`config.mk`:
```
export PLATFORM = sky130hd
export DESIGN_NAME = layer_sequencer
export DESIGN_NICKNAME = d
export VERILOG_FILES = /design/src/rtl/layer_sequencer.sv
export SDC_FILE = /design/constraint.sdc
export NUM_CORES = 1
export LEC_CHECK = 0
export ABC_AREA = 0
export CORE_ASPECT_RATIO = 0.75
export CORE_MARGIN = 4
export CORE_UTILIZATION = 46
export DETAILED_ROUTE_END_ITERATION = 6
export PLACE_DENSITY = 0.79
export SKIP_LAST_GASP = 1
export SYNTH_ARGS = -nofsm -noshare
export SYNTH_HDL_FRONTEND = slang
export SYNTH_SLANG_ARGS = --single-unit
```
`constraint.sdc`:
```
create_clock -name clk -period 2.1 [get_ports clk]
set_input_delay 0.21 -clock clk [delete_from_list [all_inputs] [get_ports clk]]
set_output_delay 0.21 -clock clk [all_outputs]
set_load 0.01 [all_outputs]
```
`src/rtl/layer_sequencer.sv`:
```
// Descriptor-driven stage scheduler: fetches 46-bit descriptors from a synchronous
// table and hands each stage to the pointwise or depthwise controller in turn.
module layer_sequencer #(
  parameter int ADDR_W    = 6,
  parameter int TIMEOUT_W = 20
) (
  input  logic              clk,
  input  logic              rst,
  input  logic              start,
  input  logic [ADDR_W-1:0] start_addr,
  output logic              desc_rd_en,
  output logic [ADDR_W-1:0] desc_addr,
  input  logic [45:0]       desc_data,
  output logic [9:0]        W_start_address,
  output logic [3:0]        filter_channel_max,
  output logic [5:0]        filter_number_max,
  output logic [13:0]       window_size_max,
  output logic [1:0]        padding,
  output logic [6:0]        row_size,
  output logic              activation_function_enable,
  output logic              Point_Enabel,
  input  logic              Point_End,
  output logic              Depth_Enable,
  input  logic              Depth_End,
  output logic              busy,
  output logic              done,
  output logic              error,
  output logic [ADDR_W-1:0] stage_idx
);

  // IDLE wait start | FETCH read strobe | WAIT decode | ISSUE enable pulse | RUN wait end | DONE pulse
  typedef enum logic [2:0] {S_IDLE, S_FETCH, S_WAIT, S_ISSUE, S_RUN, S_DONE} state_t;

  localparam logic [ADDR_W-1:0]    PTR_LAST  = '1;
  localparam logic [ADDR_W-1:0]    PTR_ONE   = {{(ADDR_W-1){1'b0}}, 1'b1};
  localparam logic [TIMEOUT_W-1:0] WD_ONE    = {{(TIMEOUT_W-1){1'b0}}, 1'b1};
  localparam logic [TIMEOUT_W-1:0] WD_EXPIRE = {{(TIMEOUT_W-1){1'b1}}, 1'b0};

  state_t                state_q, state_d;
  logic [ADDR_W-1:0]     ptr_q, ptr_d;
  logic [ADDR_W-1:0]     stage_idx_q, stage_idx_d;
  logic [ADDR_W-1:0]     desc_addr_q, desc_addr_d;
  logic [TIMEOUT_W-1:0]  wd_q, wd_d;
  logic                  depth_q, depth_d;
  logic [43:0]           cfg_q, cfg_d;
  logic                  rd_en_q, rd_en_d;
  logic                  pen_q, pen_d;
  logic                  den_q, den_d;
  logic                  busy_q, busy_d;
  logic                  done_q, done_d;
  logic                  error_q, error_d;
  logic                  end_match;

  assign end_match = depth_q ? Depth_End : Point_End;

  always_comb begin
    state_d     = state_q;
    ptr_d       = ptr_q;
    stage_idx_d = stage_idx_q;
    desc_addr_d = desc_addr_q;
    wd_d        = wd_q;
    depth_d     = depth_q;
    cfg_d       = cfg_q;
    error_d     = error_q;

    case (state_q)
      S_IDLE: begin
        if (start) begin
          ptr_d   = start_addr;
          error_d = 1'b0;
          state_d = S_FETCH;
        end
      end
      S_FETCH: state_d = S_WAIT;
      S_WAIT: begin
        case (desc_data[45:44])
          2'b11: state_d = S_DONE;
          2'b10: begin
            cfg_d   = desc_data[43:0];
            error_d = 1'b1;
            state_d = S_IDLE;
          end
          default: begin
            cfg_d   = desc_data[43:0];
            depth_d = desc_data[44];
            state_d = S_ISSUE;
          end
        endcase
      end
      S_ISSUE: begin
        wd_d    = '0;
        state_d = S_RUN;
      end
      S_RUN: begin
        // A matching end takes priority over watchdog expiry in the same cycle.
        if (end_match) begin
          if (ptr_q == PTR_LAST) begin
            state_d = S_DONE;
          end else begin
            ptr_d   = ptr_q + PTR_ONE;
            state_d = S_FETCH;
          end
        end else if (wd_q == WD_EXPIRE) begin
          error_d = 1'b1;
          state_d = S_IDLE;
        end else begin
          wd_d = wd_q + WD_ONE;
        end
      end
      S_DONE:  state_d = S_IDLE;
      default: state_d = S_IDLE;
    endcase

    // Strobes are registered from the next state so they line up with that state.
    rd_en_d = (state_d == S_FETCH);
    if (state_d == S_FETCH) begin
      desc_addr_d = ptr_d;
      stage_idx_d = ptr_d;
    end
    pen_d  = (state_d == S_ISSUE) && !depth_d;
    den_d  = (state_d == S_ISSUE) && depth_d;
    done_d = (state_d == S_DONE);
    busy_d = (state_d != S_IDLE);
  end

  always_ff @(posedge clk) begin
    if (!rst) begin
      state_q     <= S_IDLE;
      ptr_q       <= '0;
      stage_idx_q <= '0;
      desc_addr_q <= '0;
      wd_q        <= '0;
      depth_q     <= 1'b0;
      cfg_q       <= '0;
      rd_en_q     <= 1'b0;
      pen_q       <= 1'b0;
      den_q       <= 1'b0;
      busy_q      <= 1'b0;
      done_q      <= 1'b0;
      error_q     <= 1'b0;
    end else begin
      state_q     <= state_d;
      ptr_q       <= ptr_d;
      stage_idx_q <= stage_idx_d;
      desc_addr_q <= desc_addr_d;
      wd_q        <= wd_d;
      depth_q     <= depth_d;
      cfg_q       <= cfg_d;
      rd_en_q     <= rd_en_d;
      pen_q       <= pen_d;
      den_q       <= den_d;
      busy_q      <= busy_d;
      done_q      <= done_d;
      error_q     <= error_d;
    end
  end

  assign desc_rd_en                 = rd_en_q;
  assign desc_addr                  = desc_addr_q;
  assign stage_idx                  = stage_idx_q;
  assign activation_function_enable = cfg_q[43];
  assign W_start_address            = cfg_q[42:33];
  assign filter_channel_max         = cfg_q[32:29];
  assign filter_number_max          = cfg_q[28:23];
  assign window_size_max            = cfg_q[22:9];
  assign padding                    = cfg_q[8:7];
  assign row_size                   = cfg_q[6:0];
  assign Point_Enabel               = pen_q;
  assign Depth_Enable               = den_q;
  assign busy                       = busy_q;
  assign done                       = done_q;
  assign error                      = error_q;

endmodule

```
# Word-level counts from Yosys, hierarchy flattened

Index checks and enable logic that the tools add are counted.

Input bits: 57
Register bits after elaboration: 86

Equal/unequal tests: 16
$add $sub $neg: 2
Bitwise logic cells: 1
Muxes and demuxes: 21
Reduce and logical (&&, ||, !) cells: 11

Operators with widths:

| kind                    | count |
|---|---|
| $mux W20                | 2 |
| $pmux W20 S2            | 1 |
| $add A20 B1 Y20 const B | 1 |
| $eq A20 B20 Y1 const B  | 1 |
| $mux W6                 | 3 |
| $pmux W3 S5             | 1 |
| $mux W3                 | 4 |
| $pmux W6 S2             | 1 |
| $ne A2 B2 Y1 const B    | 5 |
| $eq A3 B2 Y1 const B    | 3 |
| $mux W1                 | 7 |
| $add A6 B1 Y6 const B   | 1 |
| $eq A3 B1 Y1 const B    | 2 |
| $eq A3 B3 Y1 const B    | 2 |
| $eq A6 B6 Y1 const B    | 1 |
| $pmux W3 S2             | 1 |
| $reduce_bool A3 Y1      | 2 |
| $reduce_and A5 Y1       | 1 |
| $eq A2 B2 Y1 const B    | 2 |
| $logic_not A3 Y1        | 1 |
| $pmux W1 S3             | 1 |
| $reduce_and A3 Y1       | 1 |
| $logic_and A1 B1 Y1     | 2 |
| $reduce_and A2 Y1       | 1 |
| other kinds (4)         | 4 |

# Depth between registers and ports, before layout

Gate-level depths: netlist of run 1.

Word-level depth: 6
Depth in mapped cells: 9
Depth with buffers taken out: 7

# Worst setup path before layout of run 1

OpenSTA, ideal clock, no wires.

Kind: reg2reg
Start: reg wd_q[0]
End: reg wd_q[9]
Arrival time: 1792 ps
Required time: 1968 ps
Path buffers: 2
Slack: 176 ps
Stages on the path, launching flop included: 10
Cell sequence: dfxtp_1 inv_1 ha_1 and2_1 and4_1 a211o_1 buf_6 buf_2 o31ai_1 a21oi_1

Cells in the longest elaborated chain, start to end: 4
Elaborated cells between the ends (all ways): 7

Ends and longest elaborated chain:

| item                     | line | text |
|---|---|---|
| start: declaration       | 43   | `logic [TIMEOUT_W-1:0] wd_q, wd_d;` |
| start signal: assignment | 146  | `wd_q <= wd_d;` |
| $add A20 B1 Y20          | 107  | `wd_d = wd_q + WD_ONE;` |
| $mux W20                 | 103  | `end else if (wd_q == WD_EXPIRE) begin` |
| $mux W20                 | 96   | `if (end_match) begin` |
| $pmux W20 S2             | 66   | `case (state_q)` |

Parallel ways exist; a longest one is shown, timed or not. The select of a mux whose other input is x is not followed.
A chain may end at the register's enable or synchronous reset.

# Worst setup path in the final report of run 1

Start: reg wd_q[0]
End: reg wd_q[4]

Same word-level chain as after synthesis.

==> impl_metrics.tcl, run 1 <==
set metrics [dict create \
    clock_skew_ps 8.56 \
    syn_area_per_cell_sq_um 8.29 \
    netlist_area_sq_mm 0.00375 \
    start_kind "flip-flop" \
    placed_area_sq_mm 0.00507 \
    totalWireLength_microns 10100 \
    cts_inserted_buffers 9 \
    cts-root-buf "clkbuf_8" \
    synth_seq_cells 86 \
    drt_iter0_drc 226 \
    n_fill_cell 652 \
    ys_async_sr_fraction 0 \
    num_vias 3593 \
    grt.total_usage 0.202 \
    area_growth_syn_to_layout_pct 41.6 \
    drive_above_1_share 0.0754 \
    die_w_microns 112 \
    final_cell_mix "clkdlybuf4s50_1, nand2_1, dfxtp_1, a21boi_0, a21oi_1" \
    row_count 28 \
    synth-main-ff-cell "dfxtp_1" \
    drc_errors 0 \
    post_cts_buffers 0 \
    pwr-share-clk 0.362 \
    gp_congestion 0.860 \
    cap_violations 0 \
    peakVddDrop_uv 459 \
    worstPathMaxFanout 15 \
    hold_class "in -> reg" \
    dp_slack_ps 12.3 \
    seqPwrFrac 0.486 \
    wl_per_cell_microns 15.0 \
    via_per_inst 5.32 \
    syn-num-nets 513 \
    yosys_warnings 0 \
    synth_cell_types 49 \
    p_int_uw 2700 \
    hold_violations 0 \
    design_area_sq_mm 0.00532 \
    layout_setup_ws_ps 52.7 \
    ff2ff_path_depth 8 \
    grt_pass1_vias 3305 \
    ant_nets 0 \
    tightest_slew_ps 684 \
    die_h_microns 86.2 \
    p_leak_uw 0.00183 \
    synthCells 453 \
    power_switching_share 0.247 \
    nets 625 \
    cp_data_required_time_ps 2390 \
    grt_antenna_before_repair 0 \
    hold_depth 2 \
    grt_pass1_wl_microns 16000 \
    slew-limit-headroom 0.539 \
    power_density_mw_per_mm2 674 \
    ys_seq_area_frac 0.459 \
    clkSinkCount 86 \
    mostFrequentLayoutCell "clkdlybuf4s50_1" \
    ctsHtreeMaxLevel 3 \
    status "complete, no violations" \
    design.portCount 119 \
    antenna_cells 0 \
    worst_ep_arrival_time_ps 2340 \
    clock_latency_ps 350 \
    clock.fmax_mhz 488 \
    finalSetupViolCount 0 \
    port_buffers 118 \
    drv_slew 0 \
    clockBufferDepth 2 \
    cts_tree "done" \
    synth_edf_count 0 \
    period_share 0.975 \
    dp_hpwl_microns 7200 \
    critPathCaptureType "flip-flop" \
    path_class "reg -> reg" \
    dr.pass1.iters 5 \
    start_util 0.474 \
    combPwrFrac 0.152 \
    clk_pin_slew_worst_paths_ps 90 \
    layout_min_cycle_time_ps 2050 \
    p_sw_uw 884 \
    coreArea_sq_mm 0.00792 \
    grt_max_degree 49 \
    grt_overflow 0 \
    dieArea_sq_mm 0.00969 \
]
## area by class of cell
class / count / area, sq um / area share
multi-input cells: 329 / 1870 / 0.352
flip-flops and latches: 86 / 1720 / 0.324
repair buffers: 134 / 1350 / 0.253
clock buffers: 11 / 141 / 0.0266
well taps: 105 / 131 / 0.0247
clock inverters: 5 / 82.6 / 0.0155
inverters: 5 / 18.8 / 0.00353
## final timing paths
kind,from,end,slack [ps]
worst max-delay path,wd_q[0],wd_q[4],50
worst min-delay path,rst,cfg_q[22],270
worst max register to register,wd_q[0],wd_q[4],50
worst min register to register,cfg_q[12],cfg_q[12],460
## sequential cells by signal, summed over array words and instances, names as in the netlist
| signal | flops |
|---|---|
| Depth_Enable | 1 |
| Point_Enabel | 1 |
| busy | 1 |
| cfg_q | 44 |
| depth_q | 1 |
| desc_addr | 6 |
| desc_rd_en | 1 |
| done | 1 |
| error | 1 |
| ptr_q | 6 |
| state_q | 3 |
| wd_q | 20 |
## worst max-delay path: stages, from the launching register on
cell and delay (ps):
dfxtp_2 330, inv_1 40, ha_1 180, and2_1 170
and4_4 210, a211o_4 370, buf_12 150, or3_1 360
a21oi_2 160
## synth_stat cells (6+ instances only)
cell type	n	area share
nand3_1	8	0.011
nor2b_1	6	0.010
buf_4	7	0.014
nor2_1	13	0.013
a21oi_1	29	0.039
nand2_1	108	0.11
nor3_1	7	0.0093
clkbuf_1	23	0.023
dfxtp_1	86	0.46
or3_1	16	0.027
a21boi_0	49	0.098
o21ai_0	21	0.028
nand4_1	7	0.012
## cell families (layout without fill, tap and decap cells)
family | after synthesis | in the layout | share of synthesized area
compound gates | 128 | 128 | 0.223
fa+ha+maj | 3 | 3 | 0.0100
buf+inv | 38 | 155 | 0.0477
flops | 86 | 86 | 0.459
mux | 6 | 6 | 0.0170
simple gates | 192 | 192 | 0.244
## what timing repair did
item | in CTS | in global routing
endpoints found under the hold margin | 0 | 0
resized for setup | 0 | 7
endpoints found under the setup margin | 0 | 18
hold buffers | 0 | 0
## metal layers
layer	wire length, microns	up-vias	GRT usage
li1	-	1805	-
met1	4650	1643	0.265
met2	4690	126	0.320
met3	580	19	0.0586
met4	186	0	0.0742
met5	0	-	0
## metrics by stage
step	std cells	setup TNS, ps	total power, uW	hold slack, ps	utilization
global route	675	-25.2	3730	278	0.672
detailed placement	659	0	2320	455	0.641
floorplan	453	0	2020	355	-
finish	675	0	3580	270	0.672
CTS	675	0	3600	257	0.669
global placement	659	0	2310	449	0.641
## power groups by stage
stage | combinational (uW) | sequential, uW | clock, uW
global route | 589 | 1750 | 1390
global placement | 530 | 1780 | 0
floorplan | 221 | 1800 | 0
CTS | 543 | 1740 | 1320
finish | 544 | 1740 | 1300
detailed placement | 539 | 1780 | 0
Note: power is estimated with default switching activity, not from simulation.
==> run 2, diff against run 1 <==
--- a/config.mk
+++ b/config.mk
@@ -9,6 +9,7 @@
 export CORE_ASPECT_RATIO = 0.75
 export CORE_MARGIN = 4
 export CORE_UTILIZATION = 46
+export CTS_CLUSTER_DIAMETER = 30
 export DETAILED_ROUTE_END_ITERATION = 6
 export PLACE_DENSITY = 0.79
 export SKIP_LAST_GASP = 1
==> results of run 2 <==
Final layout, timing and power as in run 1 (identical DEF).
==> edit: new RTL, flow settings as in run 1 <==
Take the reset off `desc_addr_q` and `wd_q` and load them in a clocked block of their own.
--- a/src/rtl/layer_sequencer.sv
+++ b/src/rtl/layer_sequencer.sv
@@ -128,8 +128,6 @@
       state_q     <= S_IDLE;
       ptr_q       <= '0;
       stage_idx_q <= '0;
-      desc_addr_q <= '0;
-      wd_q        <= '0;
       depth_q     <= 1'b0;
       cfg_q       <= '0;
       rd_en_q     <= 1'b0;
@@ -142,8 +140,6 @@
       state_q     <= state_d;
       ptr_q       <= ptr_d;
       stage_idx_q <= stage_idx_d;
-      desc_addr_q <= desc_addr_d;
-      wd_q        <= wd_d;
       depth_q     <= depth_d;
       cfg_q       <= cfg_d;
       rd_en_q     <= rd_en_d;
@@ -153,6 +149,11 @@
       done_q      <= done_d;
       error_q     <= error_d;
     end
+  end
+
+  always_ff @(posedge clk) begin
+    desc_addr_q <= desc_addr_d;
+    wd_q        <= wd_d;
   end
 
   assign desc_rd_en                 = rd_en_q;
Behaviour: not the same (a bounded check fails within 4 cycles, from zero or initial values and one cycle with rst low).
==> edit against run 1 <==
Power is 16% higher; worst setup slack better by 150 ps; non-clock buffer count is 6 lower; wire length is 4.4% lower; cell area is 4.6% higher; sequential cell count is 6 higher; synthesized area is 5.2% higher; clock skew is 1.7 ps lower; critical endpoint is now wd_q[16]$_SDFFCE_PN0P_; largest power group unchanged.
==> edit: results (changes against run 1) <==
[status]
status=finished clean

[pwr]
ir_drop_uv=457  ; -0.24%
p_clk_mw=1.64  ; +26%
switching_share_pct=24.4  ; -0.27 points
p_leak_nw=1.96  ; +7.2%
p_seq_mw=1.97  ; +13%

[global_routing]
grtUsageTotal_pct=19.1  ; -1.1 points
grt_pass1_vias=3265  ; -1.2%
grt_max_degree=45  ; -8.2%
grt_first_pass_wirelength_um=15500  ; -2.9%

[routing]
via_per_inst=5.17  ; -2.9%
wl_per_cell_um=14.7  ; -2.1%
firstDrtPassIters=4  ; -1
drtIter0Drc=176  ; -22%

[final_layout]
nNetsFinal=609  ; -2.6%
drive_gt1_share_pct=7.94  ; +0.40 points
finalNonFillerCells=659  ; -2.4%
fillers=657  ; +0.77%

[logic_synthesis]
synth.area.top_cells=dfxtp_1, edfxtp_1, nand2_1, a21oi_1, nor2_1
synth_fp_nets=491  ; -4.3%
synth_edf_count=26  ; +26
synth_xor_area_share_pct=3.77  ; +3.8 points
synth_compound_area_share_pct=14.2  ; -8.1 points
syn_area_per_cell_um2=9.16  ; +11%
yosysSeqAreaShare_pct=53.2  ; +7.4 points

[clock_network]
path_clk_slew_ps=70  ; -20 ps
clock_latency_ps=330  ; -20 ps
cts_root_buf=clkbuf_16

[worst_hold_path]
hold_end=cfg_q[1]$_SDFFE_PN0P_

[place]
routabilityCongestion=0.875  ; +1.7%
post-dp-hpwl_um=7150  ; -0.71%
place_inst=643  ; -2.4%
post-place-ws_ps=150  ; +138 ps

[timing]
worst_pin_slew_ps=558  ; -126 ps
hold_ws_ps=422  ; +151 ps

[setup_path]
rr_worst_depth=5  ; -3
arrival_ps=1990  ; -350 ps
crit_slowest_cell=edfxtp_1
cpPeakStageDelay_ps=480  ; +110 ps
crit_end=wd_q[16]$_SDFFCE_PN0P_

## edit: changes by cell type in the layout (fill, tap and decap cells not counted), sizes merged, moves of 9 or more
cell           run 1  this run
o21ai             26        11
edfxtp             0        26
nor2              13        42
dfxtp             86        66
or3               16         2
xnor2              0         9
a21oi             29        55
a21boi            49         0
## edit: cell type report
class | instances | area [um2] | area share (%)
inverters | 9 | 33.8 | 0.607
multi-input cells | 309 | 1700 | 30.6
flip-flops and latches | 92 | 2100 | 37.8
well taps | 105 | 131 | 2.36
clock inverters | 5 | 48.8 | 0.877
clock buffers | 11 | 264 | 4.75
repair buffers | 128 | 1280 | 23.0
## edit: tightest hold or removal path, delay by kind of cell
kind                   cells  cell delay [ps]
AOI/OAI and AO/OA          1               50
buffers and inverters      1              400
and+or+nand+nor            1               50
## edit: routing by layer
layer	wire length, um	global-route usage [%]
met1	4430	25.1
met2	4610	31.7
met3	560	4.99
met4	66	5.12
met5	0	0
